### config.mk
export PLATFORM = sky130hd
export DESIGN_NAME = hazard_forward_unit_flat
export DESIGN_NICKNAME = d
export VERILOG_FILES = /design/src/rtl/hazard_forward_unit_if.sv /design/src/rtl/hazard_forward_unit.sv /design/src/flat_wrapper.sv
export SDC_FILE = /design/constraint.sdc
export NUM_CORES = 1
export LEC_CHECK = 0
export CAP_MARGIN = 30
export CORE_MARGIN = 4
export CORE_UTILIZATION = 42
export DETAILED_ROUTE_END_ITERATION = 10
export PLACE_DENSITY = 0.85
export SLEW_MARGIN = 25
export SYNTH_ARGS = -nofsm -noshare
export SYNTH_HDL_FRONTEND = slang
export SYNTH_SLANG_ARGS = --single-unit
### constraint.sdc
create_clock -name clk -period 1.84 [get_ports clk]
set_clock_uncertainty 0.1 [all_clocks]
set_input_delay 0.368 -clock clk [delete_from_list [all_inputs] [get_ports clk]]
set_output_delay 0.368 -clock clk [all_outputs]
set_load 0.005 [all_outputs]
### src/rtl/hazard_forward_unit_if.sv
// Bus between the pipeline's ID stage and the hazard/forwarding unit.
// The master is the pipeline datapath and the slave is the hazard/forwarding unit.
interface hazard_forward_unit_if #(
  parameter int REG_BITS = 5,
  parameter int CNT_BITS = 16
);
  logic                ID_Valid;
  logic [REG_BITS-1:0] ID_Rs;
  logic [REG_BITS-1:0] ID_Rt;
  logic                ID_UsesRs;
  logic                ID_UsesRt;
  logic [REG_BITS-1:0] ID_WriteReg;
  logic                ID_RegWrite;
  logic                ID_MemRead;
  logic                Flush;
  logic [1:0]          ForwardA;
  logic [1:0]          ForwardB;
  logic                Stall;
  logic                PCWrite;
  logic                IFID_Write;
  logic                IDEX_Bubble;
  logic [CNT_BITS-1:0] StallCount;

  modport master (
    output ID_Valid, ID_Rs, ID_Rt, ID_UsesRs, ID_UsesRt,
           ID_WriteReg, ID_RegWrite, ID_MemRead, Flush,
    input  ForwardA, ForwardB, Stall, PCWrite, IFID_Write,
           IDEX_Bubble, StallCount
  );

  modport slave (
    input  ID_Valid, ID_Rs, ID_Rt, ID_UsesRs, ID_UsesRt,
           ID_WriteReg, ID_RegWrite, ID_MemRead, Flush,
    output ForwardA, ForwardB, Stall, PCWrite, IFID_Write,
           IDEX_Bubble, StallCount
  );
endinterface

### src/rtl/hazard_forward_unit.sv
// Load-use stall and EX operand forwarding control for the 5-stage MIPS core.
// It shadows destination-register info for EX and MEM and registers the forward selects.
module hazard_forward_unit #(
  parameter int REG_BITS = 5,
  parameter int CNT_BITS = 16
) (
  input  logic                 clk,
  input  logic                 reset,
  hazard_forward_unit_if.slave hz
);

  typedef struct packed {
    logic [REG_BITS-1:0] dst;
    logic                wr;
    logic                ld;
  } ex_info_t;

  // The unit never inspects WB, because the register file writes before it reads.
  // MEM therefore needs no load flag.
  typedef struct packed {
    logic [REG_BITS-1:0] dst;
    logic                wr;
  } mem_info_t;

  ex_info_t            ex_q;
  mem_info_t           mem_q;
  logic [1:0]          fwd_a_q;
  logic [1:0]          fwd_b_q;
  logic [CNT_BITS-1:0] stall_cnt_q;

  logic       stall;
  logic       kill;
  logic [1:0] sel_a;
  logic [1:0] sel_b;

  // The younger producer wins. A load still in EX cannot forward, and the stall covers it.
  function automatic logic [1:0] fwd_sel(input logic [REG_BITS-1:0] src,
                                         input logic                uses,
                                         input ex_info_t            ex,
                                         input mem_info_t           mem);
    fwd_sel = 2'b00;
    if (uses && src != '0) begin
      if (ex.wr && !ex.ld && ex.dst == src)
        fwd_sel = 2'b10;
      else if (mem.wr && mem.dst == src)
        fwd_sel = 2'b01;
    end
  endfunction

  // NOTE: every signal gets a default at the top of always_comb, so no path can infer a latch.
  always_comb begin
    stall = 1'b0;
    sel_a = 2'b00;
    sel_b = 2'b00;
    if (hz.ID_Valid && !hz.Flush && ex_q.wr && ex_q.ld && ex_q.dst != '0)
      stall = (hz.ID_UsesRs && hz.ID_Rs == ex_q.dst) ||
              (hz.ID_UsesRt && hz.ID_Rt == ex_q.dst);
    sel_a = fwd_sel(hz.ID_Rs, hz.ID_UsesRs, ex_q, mem_q);
    sel_b = fwd_sel(hz.ID_Rt, hz.ID_UsesRt, ex_q, mem_q);
  end

  assign kill = stall || hz.Flush || !hz.ID_Valid;

  // NOTE: sequential state uses non-blocking assignments, so every register samples pre-edge values.
  always_ff @(posedge clk or negedge reset) begin
    if (!reset) begin
      ex_q        <= '0;
      mem_q       <= '0;
      fwd_a_q     <= 2'b00;
      fwd_b_q     <= 2'b00;
      stall_cnt_q <= '0;
    end else begin
      mem_q.dst <= ex_q.dst;
      mem_q.wr  <= ex_q.wr;
      if (kill) begin
        ex_q    <= '0;
        fwd_a_q <= 2'b00;
        fwd_b_q <= 2'b00;
      end else begin
        ex_q.dst <= hz.ID_WriteReg;
        ex_q.wr  <= hz.ID_RegWrite;
        ex_q.ld  <= hz.ID_MemRead;
        fwd_a_q  <= sel_a;
        fwd_b_q  <= sel_b;
      end
      if (stall && stall_cnt_q != '1)
        stall_cnt_q <= stall_cnt_q + 1'b1;
    end
  end

  assign hz.Stall       = stall;
  assign hz.PCWrite     = !stall;
  assign hz.IFID_Write  = !stall;
  // While reset is held, the bubble stays low even if Flush is high.
  assign hz.IDEX_Bubble = reset && (stall || hz.Flush);
  assign hz.ForwardA    = fwd_a_q;
  assign hz.ForwardB    = fwd_b_q;
  assign hz.StallCount  = stall_cnt_q;

endmodule
### src/flat_wrapper.sv
// flat-port wrapper written by rule: the top's interface ports become plain ports
module hazard_forward_unit_flat 
#(
  parameter int REG_BITS = 5,
  parameter int CNT_BITS = 16
)
  (clk, reset, hz_ID_Valid, hz_ID_Rs, hz_ID_Rt, hz_ID_UsesRs, hz_ID_UsesRt, hz_ID_WriteReg, hz_ID_RegWrite, hz_ID_MemRead, hz_Flush, hz_ForwardA, hz_ForwardB, hz_Stall, hz_PCWrite, hz_IFID_Write, hz_IDEX_Bubble, hz_StallCount);
  hazard_forward_unit_if #(.REG_BITS(REG_BITS), .CNT_BITS(CNT_BITS)) hz_i ();
  input  logic clk;
  input  logic reset;
  input wire logic [$bits(hz_i.ID_Valid)-1:0] hz_ID_Valid;
  input wire logic [$bits(hz_i.ID_Rs)-1:0] hz_ID_Rs;
  input wire logic [$bits(hz_i.ID_Rt)-1:0] hz_ID_Rt;
  input wire logic [$bits(hz_i.ID_UsesRs)-1:0] hz_ID_UsesRs;
  input wire logic [$bits(hz_i.ID_UsesRt)-1:0] hz_ID_UsesRt;
  input wire logic [$bits(hz_i.ID_WriteReg)-1:0] hz_ID_WriteReg;
  input wire logic [$bits(hz_i.ID_RegWrite)-1:0] hz_ID_RegWrite;
  input wire logic [$bits(hz_i.ID_MemRead)-1:0] hz_ID_MemRead;
  input wire logic [$bits(hz_i.Flush)-1:0] hz_Flush;
  output wire logic [$bits(hz_i.ForwardA)-1:0] hz_ForwardA;
  output wire logic [$bits(hz_i.ForwardB)-1:0] hz_ForwardB;
  output wire logic [$bits(hz_i.Stall)-1:0] hz_Stall;
  output wire logic [$bits(hz_i.PCWrite)-1:0] hz_PCWrite;
  output wire logic [$bits(hz_i.IFID_Write)-1:0] hz_IFID_Write;
  output wire logic [$bits(hz_i.IDEX_Bubble)-1:0] hz_IDEX_Bubble;
  output wire logic [$bits(hz_i.StallCount)-1:0] hz_StallCount;
  assign hz_i.ID_Valid = hz_ID_Valid;
  assign hz_i.ID_Rs = hz_ID_Rs;
  assign hz_i.ID_Rt = hz_ID_Rt;
  assign hz_i.ID_UsesRs = hz_ID_UsesRs;
  assign hz_i.ID_UsesRt = hz_ID_UsesRt;
  assign hz_i.ID_WriteReg = hz_ID_WriteReg;
  assign hz_i.ID_RegWrite = hz_ID_RegWrite;
  assign hz_i.ID_MemRead = hz_ID_MemRead;
  assign hz_i.Flush = hz_Flush;
  assign hz_ForwardA = hz_i.ForwardA;
  assign hz_ForwardB = hz_i.ForwardB;
  assign hz_Stall = hz_i.Stall;
  assign hz_PCWrite = hz_i.PCWrite;
  assign hz_IFID_Write = hz_i.IFID_Write;
  assign hz_IDEX_Bubble = hz_i.IDEX_Bubble;
  assign hz_StallCount = hz_i.StallCount;
  hazard_forward_unit #(.REG_BITS(REG_BITS), .CNT_BITS(CNT_BITS)) u_core (.clk(clk), .reset(reset), .hz(hz_i));
endmodule
### Word level (Yosys, flattened, before mapping)

Index checks and enable logic that the tools add are counted.

* add/sub/neg operators: 1
* $mul: 0
* div/mod/pow operators: 0
* $lt $le $gt $ge: 0
* equality and inequality tests: 7
* shift-type cells: 0
* multiplexer cells: 10
* bitwise gates (word level): 0
* reduce and logical (&&, ||, !) cells: 25

Operators by type and width (count)
* == test 5 bit: 6
* adder 16 x 1 -> 16 bit (second input constant): 1
* inequality test 16 bit (second input constant): 1
* logical AND 1 bit: 15
* nonzero test 5 bit: 3
* 2-to-1 mux 2 bit: 6
* 2-to-1 mux 7 bit: 1
* zero test 1 bit: 4
* logical OR 1 bit: 3
* 2-to-1 mux 1 bit: 3

* register bits after elaboration: 33
* bits in latches: 0
* bits in writable memories: 0
* bits in read-only memories: 0
* input port bits: 23
* output and inout bits: 24
* logic and storage cells: 51
* memories: 0

### Longest topological paths before layout

* depth after elaboration: 9
* depth in mapped cells: 8
* mapped depth without buffers: 8

### Worst setup path after synthesis

No wires, ideal clock.

* path type: register to output
* start point: reg u_core.ex_q[3] (netlist name)
* end point: out hz_IDEX_Bubble
* data arrival time: 1.510 ns
* data required time: 1.372 ns
* setup slack: -0.138 ns
* stages on the path, launching flop included: 6
* buffers on the path: 0
* cell sequence: dfrtp_1 or4_1 o2111ai_2 nand2b_4 inv_4 o21a_1

* word-level cells in the longest chain between the ends: 6
* elaborated cells between the ends (all ways): 10
* classes of those cells: eq/ne (2); mux (1); reduce/logical (7)

Ends and longest elaborated chain
* from (decl): RTL line hazard_forward_unit.sv:25 `ex_info_t ex_q;`
* == test 5 bit, on equally long branches: RTL line hazard_forward_unit.sv:56, hazard_forward_unit.sv:57
* logical AND 1 bit, on equally long branches: RTL line hazard_forward_unit.sv:56, hazard_forward_unit.sv:57
* logical OR 1 bit: RTL line hazard_forward_unit.sv:56 `stall = (hz.ID_UsesRs && hz.ID_Rs == ex_q.dst) ||`
* 2-to-1 mux 1 bit *: RTL line hazard_forward_unit.sv:55 `if (hz.ID_Valid && !hz.Flush && ex_q.wr && ex_q.ld && ex_q.dst != '0)`
* net hz_Stall: RTL line flat_wrapper.sv:22 `output wire logic [$bits(hz_i.Stall)-1:0] hz_Stall;`
* logical OR 1 bit *: RTL line hazard_forward_unit.sv:95 `assign hz.IDEX_Bubble = reset && (stall || hz.Flush);`
* logical AND 1 bit *: RTL line hazard_forward_unit.sv:95
* to (decl): RTL line flat_wrapper.sv:25 `output wire logic [$bits(hz_i.IDEX_Bubble)-1:0] hz_IDEX_Bubble;`

The timed path passes the listed nets; every way through them passes the cells marked *.

### Final worst setup path

* start point: reg u_core.ex_q[5] (netlist name)
* end point: out hz_IDEX_Bubble

* word-level cells in the longest chain between the ends: 6
* elaborated cells between the ends (all ways): 10
* classes of those cells: eq/ne (2); mux (1); reduce/logical (7)

Ends and longest elaborated chain (RTL line)
* == test 5 bit, on equally long branches: hazard_forward_unit.sv:56, hazard_forward_unit.sv:57
* logical AND 1 bit, on equally long branches: hazard_forward_unit.sv:56, hazard_forward_unit.sv:57
* logical OR 1 bit: hazard_forward_unit.sv:56
* 2-to-1 mux 1 bit *: hazard_forward_unit.sv:55
* logical OR 1 bit *: hazard_forward_unit.sv:95
* logical AND 1 bit *: hazard_forward_unit.sv:95

Mark *: on every way between the ends. The rest lies on a longest branch, timed or not.

==> results.cfg <==
[floorplan]
placeableCoreArea_um2 = 3720
chipHeight_um = 70.4
initial_utilization_pct = 44.0
chipWidth_um = 70.4
design.portCount = 47
core_rows = 22
die-area_um2 = 4960

[clock_network]
root_buffer = sky130_fd_sc_hd__clkbuf_8
cts_made_buffers = 5
clkSlewWorstSetupHoldPaths_ns = 0.06
cts_htree_levels = 2
clock_tree_from_tritoncts = done
clock_path_buffers = 2
clock_latency_ns = 0.28
postCtsHoldBufs = 0
cts_sinks = 33

[yosys]
synth_edf_count = 0
synth_async_sr_flop_share_pct = 100
post_synth_num_cell_types = 37
synth_sequential_area_ratio_pct = 50.5
synthCells = 142
synth-main-ff-cell = sky130_fd_sc_hd__dfrtp_1
post_synth_net_total = 166
netlist_area_um2 = 1640
yosysWarnings = 0
postSynthAreaPerCell_um2 = 11.5
ys_seq_elements = 33

[run_status]
failed_checks = setup timing
run_status = finished with violations

[cells_and_area]
fillerInstances = 213
instances_no_fill = 294
layout.cells.most_common_list = sky130_fd_sc_hd__buf_4 (43), sky130_fd_sc_hd__clkdlybuf4s50_1 (37), sky130_fd_sc_hd__dfrtp_1 (30)
area.sequential_um2 = 830
footprint_of_the_multi_input_gates_um2 = 966
layout-area-overhead-vs-synth_pct = 74.8
final_instance_area_um2 = 2860
layout_nets = 269
mostFrequentLayoutCell = sky130_fd_sc_hd__buf_4
antennaDiodeCount = 0
post_route_cells_drive_above_1_share_pct = 39.4

[placement]
dp_slack_ns = -0.980
dp_hpwl_mm = 3.14
globalplace.congestion = 0.813
dpl-instance-area_um2 = 2440
portBuffers = 46
place_inst = 274

[drt]
drtPass1Iterations = 4
drt-initial-drc-count = 110
routedWlPerCell_um = 16.8
drc = 0
num_vias = 1503
avgViaCountPerCell = 5.11
count_of_nets_left_with_antenna_violations_after_detail_routing = 0
drt_wl_total_mm = 4.93

[grt]
overflow = 0
grt_antenna_before_repair = 0
global_route.usage.total_pct = 19.6
first_global_vias = 1607
met2_usage_pct = 33.8
gr-usage-met3_pct = 4.89
grt_max_degree = 34
grtUsageMet1_pct = 23.0
highest_utilization_routing_layer_at_the_global_route_stage = met2
grt_pass1_wl_mm = 7.50

[min_path]
min_path_cells = 0
hold_class = flop to flop

[sta]
setup_failing_eps_final = 31
worst_slew_pin_slew_ns = 0.672
hold_ws_ns = 0.359
layout_setup_ws_ns = -0.631
timing_max_transition_violations_final = 0
min_period_over_period_pct = 134
rsz_0062_raised_after_global_routing = yes
worst_rel_slew_slack_pct = 55.0
finalHoldViolCount = 0
achievable-frequency_mhz = 405
period_minus_slack_ns = 2.47

[power_and_ir_drop]
p_comb_share_pct = 12.0
cellLeakagePower_uw = 0.00138
power.share.sequential_pct = 45.8
net-switching-power_uw = 345
power_switching_share_pct = 21.0
power_density_nw_per_um2 = 573
power.share.clock_pct = 42.2
p_total_uw = 1640
vdd.ir_drop.worst_v = 0.000381
p_int_uw = 1290

[worst_setup_path]
path_max_fanout = 4
worst_setup_path_start_kind = flop
worstPathRequired_ns = 1.37
critical-path-top-delay-family = simple AND/OR/NAND/NOR gates
worst_path_max_delay_cell = sky130_fd_sc_hd__or4_4
cp-end-kind = primary output
crit_path_class = flop to primary output
timing.critical_path.buf_inv = 2
timing.critical_path.depth = 6
worst_ep_arrival_time_ns = 2.00
rr_worst_depth = 9
timing.critical_path.cells = or4_4 > o2111ai_4 > nand2b_4 > inv_4 > o21a_1 > buf_2
cpPeakStageDelay_ns = 0.56

[flow_run]
maxCapViolCount = 0
-- timing repair --
item | CTS | global route
buffers inserted | 10 | 3
gates resized for setup | 47 | 19
pin swaps | 28 | 14
hold endpoints to repair | 0 | 0
setup endpoints to repair | 31 | 31
gates cloned | 1 | 0
-- cells in the mapped netlist, types with 2 or more instances --
cell,instances,share of area [%]
sky130_fd_sc_hd__nand4_1,9,3.4
sky130_fd_sc_hd__nor2_1,7,1.6
sky130_fd_sc_hd__and2_1,7,2.7
sky130_fd_sc_hd__o21ai_0,2,0.61
sky130_fd_sc_hd__nor2b_1,2,0.76
sky130_fd_sc_hd__nand2_1,7,1.6
sky130_fd_sc_hd__nand3_1,7,2.1
sky130_fd_sc_hd__inv_1,2,0.46
sky130_fd_sc_hd__nor4_1,2,0.76
sky130_fd_sc_hd__xor2_1,12,6.4
sky130_fd_sc_hd__dfrtp_1,33,50
sky130_fd_sc_hd__xnor2_1,21,11
sky130_fd_sc_hd__nor3b_2,2,1.5
sky130_fd_sc_hd__or4_1,3,1.4
sky130_fd_sc_hd__and3_1,4,1.5
-- metrics by stage --
| stage | TNS (ns) | utilization, % |
|---|---|---|
| global route | -13.50 | 76.9 |
| floorplan | -0.336 | - |
| finish | -11.58 | 76.9 |
| global placement | -16.73 | 65.7 |
| CTS | -10.13 | 73.9 |
| detailed placement | -18.40 | 65.7 |
-- path summary, 6_finish.rpt --
| kind | to | slack, ns | start |
|---|---|---|---|
| min in group asynchronous | u_core.ex_q[3] | 0.50 | reset |
| min | u_core.mem_q[2] | 0.36 | u_core.ex_q[3] |
| max | hz_IDEX_Bubble | -0.63 | u_core.ex_q[5] |
| max in group asynchronous | u_core.ex_q[4] | 0.83 | reset |
| min reg2reg | u_core.mem_q[2] | 0.36 | u_core.ex_q[3] |
| max reg2reg | u_core.hz.StallCount[8] | -0.44 | u_core.ex_q[5] |
-- state kept, by name, summed over array words and instances, names as in the netlist --
name	flops
u_core.ex_q	7
u_core.hz.ForwardA	2
u_core.mem_q	6
u_core.hz.StallCount	16
u_core.hz.ForwardB	2
-- worst register-to-register path, cell delays in order (launching register included) --
cell and delay [ns]:
sky130_fd_sc_hd__dfrtp_2 0.45, sky130_fd_sc_hd__or4_4 0.56, sky130_fd_sc_hd__o2111ai_4 0.21, sky130_fd_sc_hd__buf_4 0.14
sky130_fd_sc_hd__buf_4 0.10, sky130_fd_sc_hd__a31o_4 0.12, sky130_fd_sc_hd__a21oi_4 0.05, sky130_fd_sc_hd__buf_6 0.15
sky130_fd_sc_hd__and3_4 0.15, sky130_fd_sc_hd__xor2_1 0.15
-- final cells by class --
class                      instances  share of cell area (%)
clock buffer                       7                    3.02
clock inverter                     1                    1.05
inverter                           3                   0.481
multi-input combinational        105                    33.8
sequential                        33                    29.0
tap                               48                    2.10
timing repair buffer              97                    30.5
-- kinds of logic (layout without fill, tap and decap cells) --
| kind of cell | after synthesis | in the layout | synth area share, % |
|---|---|---|---|
| AND/OR/NAND/NOR | 61 | 62 | 23.8 |
| multiplexers | 3 | 3 | 2.22 |
| AO/OA/AOI/OAI | 6 | 6 | 3.06 |
| XOR/XNOR | 33 | 33 | 17.7 |
| buffers and inverters | 5 | 108 | 1.99 |
| flip-flops | 33 | 33 | 50.5 |
| adder cells (fa/ha/maj) | 1 | 1 | 0.765 |
-- power groups by stage --
stage | combinational [µW] | clock, µW | sequential [µW]
6_report | 196 | 691 | 751
5_1_grt | 212 | 741 | 751
4_1_cts | 184 | 699 | 749
3_5_place_dp | 165 | 0 | 762
3_3_place_gp | 159 | 0 | 761
2_1_floorplan | 53.3 | 0 | 759
-- layer usage --
metal  vias to the layer above  wire, µm
li1                        696         -
met1                       748      1950
met2                        53      2560
met3                         6       356
met4                         0        63
met5                         -         0
No activity file was read; power rests on OpenSTA's default activity.
